## src/rtl/uart_pkg.sv

```systemverilog
// rtl/uart_pkg.sv - shared state encoding, parity modes and baud helper for the FIFO UART transmitter
package uart_pkg;

    typedef enum logic [2:0] {
        ST_IDLE,
        ST_POP,
        ST_LOAD,
        ST_START,
        ST_DATA,
        ST_PARITY,
        ST_STOP
    } uart_state_t;

    localparam int PARITY_NONE = 0;
    localparam int PARITY_EVEN = 1;
    localparam int PARITY_ODD  = 2;

    function automatic int clks_per_bit(input int clk_freq_hz, input int baud);
        return clk_freq_hz / baud;
    endfunction

endpackage

```

## src/rtl/uart_baud_counter.sv

```systemverilog
// rtl/uart_baud_counter.sv - bit-period counter emitting a one-cycle bit_done pulse
// Counts 0..CLKS_PER_BIT-1 and wraps on each bit boundary; held at 0 while cleared.
module uart_baud_counter #(
    parameter int CLKS_PER_BIT = 10
) (
    input  logic i_CLK,
    input  logic i_RESET,
    input  logic i_Clear,
    output logic o_Bit_Done
);

    localparam int CNT_W = (CLKS_PER_BIT < 2) ? 1 : $clog2(CLKS_PER_BIT);

    logic [CNT_W-1:0] count;

    assign o_Bit_Done = !i_Clear && (count == CNT_W'(CLKS_PER_BIT - 1));

    always_ff @(posedge i_CLK or posedge i_RESET) begin
        if (i_RESET) begin
            count <= '0;
        end else if (i_Clear || o_Bit_Done) begin
            count <= '0;
        end else begin
            count <= count + CNT_W'(1);
        end
    end

endmodule

```

## src/rtl/fifo_uart_tx.sv

```systemverilog
// rtl/fifo_uart_tx.sv - UART transmitter that pops bytes from the TX FIFO read side
// Frame: start, 8 data bits LSB first, optional parity, 1 or 2 stop bits.
module fifo_uart_tx
    import uart_pkg::*;
#(
    parameter int CLK_FREQ_HZ = 50_000_000,
    parameter int BAUD        = 115_200,
    parameter int PARITY      = 0,
    parameter int STOP_BITS   = 1
) (
    input  logic       i_CLK,
    input  logic       i_RESET,
    input  logic       i_Enable,
    input  logic       i_Fifo_Empty,
    input  logic [7:0] i_Fifo_Data,
    output logic       o_Fifo_Read_EN,
    output logic       o_TX,
    output logic       o_Busy
);

    localparam int CLKS_PER_BIT = clks_per_bit(CLK_FREQ_HZ, BAUD);

    if (CLKS_PER_BIT < 2) begin : g_bad_baud
        $error("fifo_uart_tx: CLKS_PER_BIT must be at least 2");
    end
    if (STOP_BITS != 1 && STOP_BITS != 2) begin : g_bad_stop
        $error("fifo_uart_tx: STOP_BITS must be 1 or 2");
    end
    if (PARITY < PARITY_NONE || PARITY > PARITY_ODD) begin : g_bad_parity
        $error("fifo_uart_tx: PARITY must be 0, 1 or 2");
    end

    uart_state_t state, state_next;
    logic [7:0]  shifter, shifter_next;
    logic [2:0]  bit_idx, bit_idx_next;
    logic        par_bit, par_next;
    logic        tx_next;
    logic        bit_done;
    logic        baud_clear;

    // Bit timing only runs once the byte is loaded, so START always begins at count 0.
    assign baud_clear = (state == ST_IDLE) || (state == ST_POP) || (state == ST_LOAD);

    uart_baud_counter #(
        .CLKS_PER_BIT(CLKS_PER_BIT)
    ) u_baud (
        .i_CLK     (i_CLK),
        .i_RESET   (i_RESET),
        .i_Clear   (baud_clear),
        .o_Bit_Done(bit_done)
    );

    always_comb begin
        state_next   = state;
        shifter_next = shifter;
        bit_idx_next = bit_idx;
        par_next     = par_bit;
        tx_next      = 1'b1;
        case (state)
            ST_IDLE: begin
                if (i_Enable && !i_Fifo_Empty) state_next = ST_POP;
            end
            ST_POP: begin
                state_next = ST_LOAD;
            end
            ST_LOAD: begin
                shifter_next = i_Fifo_Data;
                par_next     = (PARITY == PARITY_ODD) ? ~^i_Fifo_Data : ^i_Fifo_Data;
                bit_idx_next = '0;
                state_next   = ST_START;
            end
            ST_START: begin
                if (bit_done) state_next = ST_DATA;
            end
            ST_DATA: begin
                if (bit_done) begin
                    shifter_next = {1'b0, shifter[7:1]};
                    if (bit_idx == 3'd7) begin
                        bit_idx_next = '0;
                        state_next   = (PARITY != PARITY_NONE) ? ST_PARITY : ST_STOP;
                    end else begin
                        bit_idx_next = bit_idx + 3'd1;
                    end
                end
            end
            ST_PARITY: begin
                if (bit_done) state_next = ST_STOP;
            end
            ST_STOP: begin
                // bit_idx is reused to count stop bits.
                if (bit_done) begin
                    if (bit_idx == 3'(STOP_BITS - 1)) begin
                        bit_idx_next = '0;
                        state_next   = ST_IDLE;
                    end else begin
                        bit_idx_next = bit_idx + 3'd1;
                    end
                end
            end
            default: state_next = ST_IDLE;
        endcase

        // The line level is registered from the upcoming state so o_TX comes straight off a flop.
        case (state_next)
            ST_START:  tx_next = 1'b0;
            ST_DATA:   tx_next = shifter_next[0];
            ST_PARITY: tx_next = par_next;
            default:   tx_next = 1'b1;
        endcase
    end

    always_ff @(posedge i_CLK or posedge i_RESET) begin
        if (i_RESET) begin
            state          <= ST_IDLE;
            shifter        <= '0;
            bit_idx        <= '0;
            par_bit        <= 1'b0;
            o_TX           <= 1'b1;
            o_Fifo_Read_EN <= 1'b0;
            o_Busy         <= 1'b0;
        end else begin
            state          <= state_next;
            shifter        <= shifter_next;
            bit_idx        <= bit_idx_next;
            par_bit        <= par_next;
            o_TX           <= tx_next;
            o_Fifo_Read_EN <= (state_next == ST_POP);
            o_Busy         <= (state_next != ST_IDLE);
        end
    end

endmodule

```

## config.mk

```make
export PLATFORM = sky130hd
export DESIGN_NAME = fifo_uart_tx
export DESIGN_NICKNAME = d
export VERILOG_FILES = /design/src/rtl/uart_pkg.sv /design/src/rtl/uart_baud_counter.sv /design/src/rtl/fifo_uart_tx.sv
export SDC_FILE = /design/constraint.sdc
export NUM_CORES = 1
export LEC_CHECK = 0
export ABC_AREA = 0
export BUFFER_PORTS_ARGS = -buffer_cell sky130_fd_sc_hd__buf_2
export CAP_MARGIN = 10
export CORE_MARGIN = 2
export CORE_UTILIZATION = 45
export DETAILED_ROUTE_END_ITERATION = 8
export HOLD_SLACK_MARGIN = 0.06
export PLACE_DENSITY = 0.66
export SYNTH_ARGS = -nofsm -noshare
export SYNTH_HDL_FRONTEND = slang
export SYNTH_SLANG_ARGS = --single-unit
```

## constraint.sdc

```tcl
create_clock -name i_CLK -period 2 [get_ports i_CLK]
set_input_delay 0.3 -clock i_CLK [delete_from_list [all_inputs] [get_ports i_CLK]]
set_output_delay 0.3 -clock i_CLK [all_outputs]
set_load 0.05 [all_outputs]
```

## Yosys cells after proc, flatten, opt, wreduce, memory -nomap -nowiden

Index checks and enable logic that the tools add are counted.

| word-level totals | value |
|---|---|
| register bits after elaboration | 27 |
| input port bits | 12 |

| cells by class | value |
|---|---|
| add/subtract/negate cells | 2 |
| equal/unequal tests | 14 |
| muxes and demuxes | 18 |
| reductions and logical operators | 15 |

Operators by type and width:

| cell | count |
|---|---|
| two-way mux 3 bit | 11 |
| one-hot mux 3 bit (7 select lines) | 1 |
| equality test 3 bit (second input constant) | 6 |
| one-hot mux 8 bit (2 select lines) | 1 |
| adder 9 x 1 -> 9 bit (second input constant) | 1 |
| equality test 3 x 2 -> 1 bit (second input constant) | 3 |
| equality test 9 bit (second input constant) | 1 |
| two-way mux 9 bit | 1 |
| one-hot mux 3 bit (3 select lines) | 1 |
| two-way mux 8 bit | 1 |
| XOR reduction 8 bit | 1 |
| equality test 3 x 1 -> 1 bit (second input constant) | 2 |
| logical NOT 3 bit | 2 |
| nonzero test 3 bit | 2 |
| != test 2 x 1 -> 1 bit (second input constant) | 2 |
| adder 3 x 1 -> 3 bit (second input constant) | 1 |
| logical OR 1 bit | 3 |
| one-hot mux 1 bit (3 select lines) | 1 |
| AND reduction 3 bit | 1 |
| logical AND 1 bit | 2 |
| logical NOT 1 bit | 2 |
| AND reduction 2 bit | 1 |
| nonzero test 2 bit | 1 |
| two-way mux 1 bit | 1 |

## Logic depth before layout (Yosys ltp)

| depth | value |
|---|---|
| depth in word-level cells | 9 |
| mapped depth | 7 |

## Hierarchy

From an unflattened synthesis, not the netlist that was laid out.

| second synthesis, totals | value |
|---|---|
| cells, all modules | 148 |
| area total of the unflattened synthesis | 1492.7 um^2 |

Modules (own cells, without submodules):

| module | instances | cells an instance | area an instance (um^2) | sequential area each (um^2) |
|---|---|---|---|---|
| fifo_uart_tx | 1 | 99 | 1002.2 | 451.7 |
| uart_baud_counter | 1 | 49 | 490.5 | 225.2 |

## Worst setup path before layout

OpenSTA, ideal clock, no wires.

| path | value |
|---|---|
| path kind | reg-to-reg |
| from | register u_baud.count[2] |
| to | register o_TX |
| data arrival time | 1.862 ns |
| path slack | 0.045 ns |
| cell stages (with the launch flop) | 6 |
| path buffers | 0 |
| period minus slack after synthesis | 1.955 ns |
| path through | dfrtp_1 -> or4b_4 -> nor4_4 -> mux2_4 -> o211ai_2 -> nand4b_1 |

| between the ends | value |
|---|---|
| elaborated cells between the ends (all ways) | 13 |

RTL lines:

| item | RTL line | text |
|---|---|---|
| start: declaration | uart_baud_counter.sv:14 | `logic [CNT_W-1:0] count;` |
| start signal: assignment | uart_baud_counter.sv:24 | `count <= count + CNT_W'(1);` |
| equality test 9 bit | uart_baud_counter.sv:16 | `assign o_Bit_Done = !i_Clear && (count == CNT_W'(CLKS_PER_BIT - 1));` |
| logical AND 1 bit | uart_baud_counter.sv:16 |  |
| two-way mux 8 bit | fifo_uart_tx.sv:76 | `if (bit_done) begin` |
| one-hot mux 8 bit (2 select lines) | fifo_uart_tx.sv:59 | `case (state)` |
| via shifter_next[0] | fifo_uart_tx.sv:34 | `logic [7:0] shifter, shifter_next;` |
| one-hot mux 1 bit (3 select lines) | fifo_uart_tx.sv:104 | `case (state_next)` |
| via tx_next | fifo_uart_tx.sv:37 | `logic tx_next;` |
| end signal: assignment | fifo_uart_tx.sv:126 | `o_TX <= tx_next;` |
| end: declaration | fifo_uart_tx.sv:17 | `output logic o_TX,` |

The timed path passes the listed nets, and every way through them passes these cells. The select of a mux whose other input is x is not followed.
A chain may end at the register's enable or synchronous reset.

## Final worst setup path

| path | value |
|---|---|
| from | register u_baud.count[3] |
| to | register o_Busy |

| between the ends | value |
|---|---|
| longest elaborated chain between the ends | 5 |
| elaborated cells between the ends (all ways) | 8 |

Ends and longest elaborated chain:

| item | RTL line | text |
|---|---|---|
| equality test 9 bit * | uart_baud_counter.sv:16 |  |
| logical AND 1 bit * | uart_baud_counter.sv:16 |  |
| two-way mux 3 bit (on tied branches) | - |  |
| one-hot mux 3 bit (7 select lines) * | fifo_uart_tx.sv:59 |  |
| via state_next[1] | fifo_uart_tx.sv:33 | `uart_state_t state, state_next;` |
| nonzero test 3 bit * | fifo_uart_tx.sv:128 | `o_Busy <= (state_next != ST_IDLE);` |
| end signal: assignment | fifo_uart_tx.sv:128 |  |
| end: declaration | fifo_uart_tx.sv:18 | `output logic o_Busy` |

Mark *: on every way through the listed nets, which the timed path passes. The rest lies on a longest branch.

==> results.yml <==
cells_and_area:
  layout_common_cells: "26 x dfrtp_1, 16 x nor2_1, 14 x buf_2, 12 x buf_4, 10 x xnor2_1"
  fin_nets: 184
  fin_util_pct: 55.2
  area_growth_pct: 16.7
  drive_gt1_share_pct: 25.9
  antenna_cells: 0
  layout_commonest_cell: "dfrtp_1"
  fill_cells: 291
global_routing:
  grt_use_total_pct: 17.8
  grt_pass1_wl_mm: 5.00
  first_global_vias: 1163
  grt_max_degree: 28
  antenna_found_initial: 0
  grt-ovfl-total: 0
floorplan:
  coreArea_sq_mm: 0.00308
  start_util_pct: 47.3
  ios: 15
  die_x_um: 60.9
  dieArea_sq_mm: 0.00371
  rows: 20
  die_h_um: 60.9
yosys:
  synth_flop_cell: "dfrtp_1"
  ys_ff_latch: 27
  synth.net_count: 155
  synth_edf_count: 0
  synthArstFlopShare_pct: 100
  syn_area_sq_mm: 0.00146
  ys.warnings.count: 0
  ys_seq_area_share_pct: 46.5
  netlist-cell-type-count: 39
  avgSynthCellArea_sq_um: 10.6
  syn_inst: 138
flow_run:
  cap_violations: 0
power_and_ir_drop:
  comb_power_share_pct: 8.8
  seqPwrFrac_pct: 64.9
  leakage_uw: 0.000790
  peakVddDrop_mv: 0.369
  clockPowerShare_pct: 26.3
  power_density_mw_per_mm2: 517
  internal_power_uw: 678
  p_sw_uw: 200
  switching_share_pct: 22.8
timing:
  min_period_over_period_pct: 96.4
  clock.fmax_mhz: 519
  finalSetupViolations: 0
  final_max_slew_viol_count: 0
  rsz0062_at_grt: "yes"
  final.min_clock_period_ns: 1.93
  relSlewSlack_pct: 70.2
  hold_violations: 0
  tightest_slew_ns: 0.446
  hold_slack_ns: 0.123
  fin_skew_ns: 0.00742
clock_network:
  clock_latency_ns: 0.32
  cts.sinks: 27
  cts_tree: "done"
  cts_root_buf: "clkbuf_4"
  htree_num_levels: 1
  cts.clk_slew.worst_paths_ns: 0.14
  cts_made_buffers: 3
  clockBufferDepth: 2
placed_design:
  io_buffers: 14
  globalplace.congestion: 0.831
  hpwl_mm: 2.13
critical_path:
  cp.arrival_ns: 2.15
  crit_type: "reg -> reg"
  required_ns: 2.22
  start_kind: "flop"
  crit_path_max_fanout: 6
  cp-end-kind: "flop"
detailed_routing:
  vias_per_cell: 5.30
  dr.first_iter.drc_count: 30
  first_pass_iters: 4
  drc_errors: 0
  post_drt_wl_per_cell_um: 13.2
  detail-route-antenna-nets: 0
  routed_wl_mm: 2.78
  vias: 1113
run_status:
  status: "complete, no violations"
hold_path:
  hp-class: "in -> reg"
## metrics by stage
step | std cells | TNS (ns) | instance area (sq um) | setup WS, ns | total power (uW)
after global placement | 205 | 0 | 1650 | 0.0232 | 655
after floorplan | 138 | 0 | 1460 | 0.0449 | 631
after global routing | 210 | -0.0196 | 1700 | -0.0196 | 921
after detailed placement | 205 | -0.000970 | 1650 | -0.000970 | 658
after CTS | 210 | 0 | 1690 | 0.0355 | 893
final | 210 | 0 | 1700 | 0.0715 | 879
## Yosys cell counts, types with 2 or more instances
| master | instances | area share, % |
|---|---|---|
| nor2_1 | 16 | 4.1 |
| inv_1 | 6 | 1.5 |
| o31ai_1 | 2 | 1.0 |
| ha_1 | 5 | 4.3 |
| or3_1 | 3 | 1.3 |
| xnor2_1 | 10 | 6.0 |
| nand3_1 | 5 | 1.7 |
| a21oi_1 | 5 | 1.7 |
| nor3b_1 | 4 | 2.1 |
| clkbuf_1 | 2 | 0.52 |
| dfrtp_1 | 26 | 45 |
| nor3_1 | 2 | 0.69 |
| o21ai_0 | 5 | 1.7 |
| nand2_1 | 6 | 1.5 |
| a22o_1 | 7 | 4.2 |
| a21o_1 | 6 | 3.1 |
| mux2_2 | 4 | 3.1 |
| xor2_1 | 3 | 1.8 |
## state kept, by name, summed over array words and instances, names as in the netlist
name            count
o_Busy              1
o_TX                1
bit_idx             3
u_baud.count        9
shifter             8
par_bit             1
state               3
o_Fifo_Read_EN      1
## critical path: stages, from the launching register on
cell and delay [ns]:
dfrtp_1 0.42, or4b_4 0.58, nor2_4 0.17, nand2_2 0.08, o211a_1 0.22, or3_1 0.36
## area by class of cell
type	instances	area, sq um	area share [%]
Tap cell	44	55.1	3.24
Timing Repair Buffer	27	170	10.0
Clock inverter	1	5.00	0.295
Multi-Input combinational cell	102	747	44.0
Inverter	6	22.5	1.33
Sequential cell	27	677	39.8
Clock buffer	3	22.5	1.33
## per-layer routing
layer	routed length, um	up-vias	global-route usage (%)
li1	-	551	-
met1	1310	545	23.2
met2	1390	13	30.4
met3	55	4	2.56
met4	23	0	5.59
met5	0	-	0
## final timing paths
| kind | startpoint | end | slack (ns) | cells after the start |
|---|---|---|---|---|
| max | u_baud.count[3]$_DFF_PP0_ | o_Busy$_DFF_PP0_ | 0.07 | 5 |
| min | i_Fifo_Empty | o_Fifo_Read_EN$_DFF_PP0_ | 0.12 | 2 |
| max reg2reg | u_baud.count[3]$_DFF_PP0_ | o_Busy$_DFF_PP0_ | 0.07 | 5 |
| min reg2reg | shifter[1]$_DFFE_PP0P_ | shifter[1]$_DFFE_PP0P_ | 0.50 | 1 |
| max in group asynchronous | i_RESET | o_TX$_DFF_PP1_ | 1.15 | 4 |
| min in group asynchronous | i_RESET | u_baud.count[2]$_DFF_PP0_ | 0.55 | 4 |
## kinds of logic after synthesis
group                    share of synthesized area [%]
AO/OA/AOI/OAI                                     16.0
XOR/XNOR                                          7.82
AND/OR/NAND/NOR                                   18.3
adder cells (fa/ha/maj)                           4.30
flip-flops                                        46.5
buffers and inverters                             3.01
multiplexers                                      4.12
## power by group through the flow
stage / Combinational (uW) / Clock, uW / Sequential, uW
floorplan: 53.1 / 0 / 578
global placement: 74.5 / 0 / 581
detailed placement: 77.5 / 0 / 581
CTS: 79.1 / 244 / 570
global route: 87.0 / 262 / 572
finish: 77.2 / 231 / 570
## timing repair
item / 4_1_cts / 5_1_grt
hold buffers: 1 / 0
endpoints found under the setup margin: 1 / 8
buffers inserted: 0 / 0
hold endpoints to repair: 26 / 0
pin swaps: 0 / 2
resized for setup: 1 / 3
No activity file was read; power rests on OpenSTA's default activity.
